File: src/rtl/gfx256_render_arbiter.sv
// Round-robin arbiter sharing one gfx256 pixel renderer between NREQ pixel sources.
// The winning pixel is latched and held on the renderer inputs until ack or watchdog abort.
module gfx256_render_arbiter #(
   parameter int unsigned NREQ        = 4,
   parameter int unsigned point_width = 16,
   parameter int unsigned TIMEOUT     = 1024
) (
   input  logic                          clk_i,
   input  logic                          rst_ni,
   input  logic [NREQ-1:0]               req_write_i,
   input  logic [NREQ*point_width-1:0]   req_x_i,
   input  logic [NREQ*point_width-1:0]   req_y_i,
   input  logic [NREQ*point_width-1:0]   req_z_i,
   input  logic [NREQ-1:0]               req_zen_i,
   input  logic [NREQ*32-1:0]            req_color_i,
   output logic [NREQ-1:0]               req_ack_o,
   output logic                          ren_write_o,
   output logic [point_width-1:0]        ren_x_o,
   output logic [point_width-1:0]        ren_y_o,
   output logic [point_width-1:0]        ren_z_o,
   output logic                          ren_zen_o,
   output logic [31:0]                   ren_color_o,
   input  logic                          ren_ack_i,
   output logic [$clog2(NREQ)-1:0]       grant_o,
   output logic                          busy_o,
   output logic                          err_o
);

   localparam int unsigned GW  = $clog2(NREQ);
   localparam int unsigned WdW = (TIMEOUT > 1) ? $clog2(TIMEOUT) : 1;
   localparam logic [WdW-1:0] WdLast = WdW'(TIMEOUT - 1);

   typedef enum logic [1:0] {StIdle, StIssue, StAck} state_e;

   state_e                 state_q, state_d;
   logic [GW-1:0]          ptr_q, ptr_d;
   logic [GW-1:0]          grant_q, grant_d;
   logic [WdW-1:0]         wdog_q, wdog_d;
   logic                   err_q, err_d;
   logic [NREQ-1:0]        req_ack_q, req_ack_d;
   logic                   ren_write_q, ren_write_d;
   logic [point_width-1:0] ren_x_q, ren_x_d;
   logic [point_width-1:0] ren_y_q, ren_y_d;
   logic [point_width-1:0] ren_z_q, ren_z_d;
   logic                   ren_zen_q, ren_zen_d;
   logic [31:0]            ren_color_q, ren_color_d;

   logic [point_width-1:0] x_arr     [NREQ];
   logic [point_width-1:0] y_arr     [NREQ];
   logic [point_width-1:0] z_arr     [NREQ];
   logic [31:0]            color_arr [NREQ];

   for (genvar k = 0; k < NREQ; k++) begin : g_unpack
      assign x_arr[k]     = req_x_i[k*point_width +: point_width];
      assign y_arr[k]     = req_y_i[k*point_width +: point_width];
      assign z_arr[k]     = req_z_i[k*point_width +: point_width];
      assign color_arr[k] = req_color_i[k*32 +: 32];
   end

   // Search starts just past the last winner, so that source has the lowest priority.
   logic [GW-1:0] win;
   logic [GW-1:0] idx;
   logic          found;

   always_comb begin
      win   = '0;
      idx   = '0;
      found = 1'b0;
      for (int unsigned i = 1; i <= NREQ; i++) begin
         idx = GW'((32'(ptr_q) + i) % NREQ);
         if (!found && req_write_i[idx]) begin
            found = 1'b1;
            win   = idx;
         end
      end
   end

   always_comb begin
      state_d     = state_q;
      ptr_d       = ptr_q;
      grant_d     = grant_q;
      wdog_d      = wdog_q;
      err_d       = err_q;
      req_ack_d   = '0;
      ren_write_d = ren_write_q;
      ren_x_d     = ren_x_q;
      ren_y_d     = ren_y_q;
      ren_z_d     = ren_z_q;
      ren_zen_d   = ren_zen_q;
      ren_color_d = ren_color_q;

      unique case (state_q)
         StIdle: begin
            if (found) begin
               grant_d     = win;
               ptr_d       = win;
               ren_x_d     = x_arr[win];
               ren_y_d     = y_arr[win];
               ren_z_d     = z_arr[win];
               ren_zen_d   = req_zen_i[win];
               ren_color_d = color_arr[win];
               ren_write_d = 1'b1;
               wdog_d      = '0;
               state_d     = StIssue;
            end
         end
         StIssue: begin
            // A renderer ack wins over a watchdog expiry in the same cycle.
            if (ren_ack_i) begin
               ren_write_d        = 1'b0;
               req_ack_d[grant_q] = 1'b1;
               state_d            = StAck;
            end else if ((TIMEOUT != 0) && (wdog_q == WdLast)) begin
               ren_write_d        = 1'b0;
               err_d              = 1'b1;
               req_ack_d[grant_q] = 1'b1;
               state_d            = StAck;
            end else begin
               wdog_d = wdog_q + 1'b1;
            end
         end
         StAck: begin
            // Served source may still hold write this cycle; do not arbitrate.
            state_d = StIdle;
         end
         default: state_d = StIdle;
      endcase
   end

   always_ff @(posedge clk_i) begin
      if (!rst_ni) begin
         state_q     <= StIdle;
         ptr_q       <= GW'(NREQ - 1);
         grant_q     <= '0;
         wdog_q      <= '0;
         err_q       <= 1'b0;
         req_ack_q   <= '0;
         ren_write_q <= 1'b0;
         ren_x_q     <= '0;
         ren_y_q     <= '0;
         ren_z_q     <= '0;
         ren_zen_q   <= 1'b0;
         ren_color_q <= '0;
      end else begin
         state_q     <= state_d;
         ptr_q       <= ptr_d;
         grant_q     <= grant_d;
         wdog_q      <= wdog_d;
         err_q       <= err_d;
         req_ack_q   <= req_ack_d;
         ren_write_q <= ren_write_d;
         ren_x_q     <= ren_x_d;
         ren_y_q     <= ren_y_d;
         ren_z_q     <= ren_z_d;
         ren_zen_q   <= ren_zen_d;
         ren_color_q <= ren_color_d;
      end
   end

   assign req_ack_o   = req_ack_q;
   assign ren_write_o = ren_write_q;
   assign ren_x_o     = ren_x_q;
   assign ren_y_o     = ren_y_q;
   assign ren_z_o     = ren_z_q;
   assign ren_zen_o   = ren_zen_q;
   assign ren_color_o = ren_color_q;
   assign grant_o     = grant_q;
   assign busy_o      = (state_q != StIdle);
   assign err_o       = err_q;

endmodule

File: config.mk
export PLATFORM = sky130hd
export DESIGN_NAME = gfx256_render_arbiter
export DESIGN_NICKNAME = d
export VERILOG_FILES = /design/src/rtl/gfx256_render_arbiter.sv
export SDC_FILE = /design/constraint.sdc
export NUM_CORES = 1
export LEC_CHECK = 0
export BUFFER_PORTS_ARGS = -buffer_cell sky130_fd_sc_hd__buf_4
export CORE_AREA = 2 2 163 165
export DETAILED_ROUTE_END_ITERATION = 8
export DIE_AREA = 0 0 165 167
export PLACE_DENSITY = 0.65
export SYNTH_ARGS = -nofsm -noshare
export SYNTH_HDL_FRONTEND = slang
export SYNTH_SLANG_ARGS = --single-unit
File: constraint.sdc
create_clock -name clk_i -period 1.84 [get_ports clk_i]
set_input_delay 0.092 -clock clk_i [delete_from_list [all_inputs] [get_ports clk_i]]
set_output_delay 0.092 -clock clk_i [all_outputs]
set_load 0.005 [all_outputs]
==> metrics.txt <==
share of the yosys chip area belonging to registers=29.47%; DPL Wire Length=22.79 mm; DR vias=8178; setup repair after global routing missed its margin=yes; final worst-path setup slack=0.05271 ns; detailed-route wire length per cell=20.32 um; ratio of total power to cell area=723.9 nW/um2; root buf cell=clkbuf_16; weighted congestion reported at the end of routability-driven placement=0.8267; required arrival time at the worst endpoint=2.08 ns; outcome=completed; cell accounting for the most synthesized area=dfxtp_1; total power consumption of the routed design=8.119 mW; Syn Nets=1113; Area contributors post-synth=dfxtp_1 (29%), mux2i_1 (12%), o211ai_2 (11%); Initial Util=27.16%; skew final=0.01796 ns; WHS=0.01824 ns; number of enable-type register cells in the synthesized netlist=0; max incr delay on CP=0.37 ns; post-route DRC violation count=0; slew at the pin closest to its max-slew limit=0.4629 ns; number of iterations in the first detailed-routing pass=5; Yosys Warn Count=0; DIE HEIGHT=167 um; Die Footprint=27560 um2; placed cell count=1488; number of nets in the final layout=1499; Clock Path Buffers=2; headroom to the max-slew limit=69.07%; period utilization=97.14%; clock buffer count from CTS=9; max_cap viols=0; path type of the worst setup path=flop to flop; number of slew-limit violations in the final report=0; final critical-path required period=1.787 ns; sum of buffers and inverters on the critical path=2; Area Overhead vs Synth=60.27%; portion of synthesized cell area occupied by the leading cell type=29.47%; ratio of routed vias to standard cells=5.423; number of input and output port buffers inserted=420; endpoint class of the critical path=flop; maximum number of pins on one net before global-route repair=48; top fanout value on the critical path=18; fraction of registers with async set or reset after synthesis=0%; non-filler cells, final=1508; final sum of negative setup slack=0 ns; final non-filler cell area=11220 um2; Mean Syn Cell Area=8.960 um2; TritonCTS sink count=103; total standard cell area after synthesis=6998 um2; H-tree Lvls=3; CP arrival=2.03 ns; library cell with the highest instance count after synthesis=dfxtp_1; clock input transition at the sequential cells of the worst setup and hold paths=0.09 ns; post-detailed-route count of antenna-violating nets=0; most frequent cells after synthesis=dfxtp_1 (103), nand2_1 (93), mux2i_1 (82), nand4_1 (82), o31ai_1 (81); overall overflow remaining after global route=0; vias in the first global route=8268; worst vdd ir=344.4 uV; TritonCTS clock tree=built; initial antenna violation count=2; class of the most critical hold timing path=input port to flop; worst-skew pair later-pin latency=0.37 ns; placement row count=59; Worst setup SP type=flop; worst-case setup slack after placement=-0.05344 ns; violation count after the first detailed-routing iteration=544; first-pass GRT wire length=45.95 mm; WL final=30.64 mm; final design utilization=43.53%; sequence of cells on the critical path=nor2b_4 > o21a_4 > nor3_4 > buf_4 > buf_12 > mux2i_4 > o211ai_1; setup-violating endpoint count in the final report=0; Critical-path top delay cell=dfxtp_2; flop and latch count out of synthesis=103; total global-route track usage=21.35%; synthesized instance count=781; Final Hold Violating Endpoints=0; dominant synthesized flop cell=dfxtp_1; boundary pin count=421; core box area=25760 um2; Area after DPL=10840 um2; static leakage=5.248 nW; Distinct cells, synth=43; share of final-layout standard cells stronger than drive strength 1=48.72%; FMAX=559.5 MHz; horizontal die dimension=165 um; largest delay contributor family on the critical path=buffers and inverters
-- power by group --
part	internal, mW	total [mW]	leakage, nW	switching (mW)
combinational	1.78	3.38	4.26	1.60
clock	1.01	2.00	0.140	0.989
sequential	2.55	2.73	0.847	0.188
-- layout by cell type (no fill, tap or decap), types with 2 or more instances in the layout --
cell type and count:
inv_6 3, o21a_4 2, a21oi_4 2, xnor2_1 8
nand2b_1 2, and2_1 2, o211ai_1 17, nor3b_1 3
o21ai_4 2, clkbuf_8 2, nand2_1 93, o21ai_0 2
nand3_1 7, mux2i_1 75, o31ai_1 80, mux2i_4 2
buf_12 27, mux2i_2 5, inv_1 5, nand2_4 2
buf_4 443, dlygate4sd3_1 2, nor2_1 17, nor3_1 2
clkbuf_16 9, a211o_1 80, a21oi_1 7, o211ai_2 63
nand4_1 82, dfxtp_1 102, a211oi_1 3
-- registers in the layout, summed over array words and instances (netlist names) --
register / cells
req_ack_o: 4
err_o: 1
ptr_q: 2
state_q: 2
ren_color_o: 32
wdog_q: 10
grant_o: 2
ren_z_o: 16
ren_zen_o: 1
ren_y_o: 16
ren_x_o: 16
ren_write_o: 1
-- tightest hold or removal path, cell delays in order --
cell and delay (ns):
buf_4 0.08, mux2i_1 0.06, o211ai_2 0.12
-- kinds of logic (layout without fill, tap and decap cells) --
family                   Yosys count  after routing  synth area share, %
XOR/XNOR                           9              9                1.126
AND/OR/NAND/NOR                  217            217                15.81
AO/OA/AOI/OAI                    266            266                34.08
other                              0              1                    0
multiplexers                      82             82                11.73
adder cells (fa/ha/maj)            1              1               0.1788
flip-flops                       103            103                29.47
buffers and inverters            103            494                7.617
-- path summary, 6_finish.rpt --
path                                   from           to  slack [ns]  cells past startpoint
worst max-delay path               ptr_q[0]  ren_y_o[15]        0.05                      7
worst min-delay path            req_x_i[62]  ren_x_o[14]        0.02                      3
worst max register to register     ptr_q[0]  ren_y_o[15]        0.05                      7
worst min register to register        err_o        err_o        0.45                      2
-- layout make-up --
cell class,instances,area [um2]
Clock inverter,4,33.78
Clock buffer,12,256.5
Multi-Input combinational cell,575,4524
Sequential cell,103,2063
Antenna cell,1,2.502
Tap cell,335,419.2
Inverter,5,18.77
Fill cell,2585,14550
Timing Repair Buffer,473,3897
-- routing by layer --
metal / vias up / wire length, um / track usage, %
met2: 377 / 15220 / 37.01
li1: 3817 / - / -
met3: 49 / 2462 / 5.081
met4: 2 / 696 / 6.503
met1: 3933 / 12260 / 25.91
met5: - / 13 / 0
-- repair_timing --
action / 4_1_cts / 5_1_grt
gates resized for setup: 3 / 11
endpoints found under the hold margin: 3 / 0
pin swaps: 0 / 1
buffers inserted: 0 / 1
setup endpoints to repair: 1 / 29
hold buffers: 2 / 0
No activity file was read; power rests on OpenSTA's default activity.
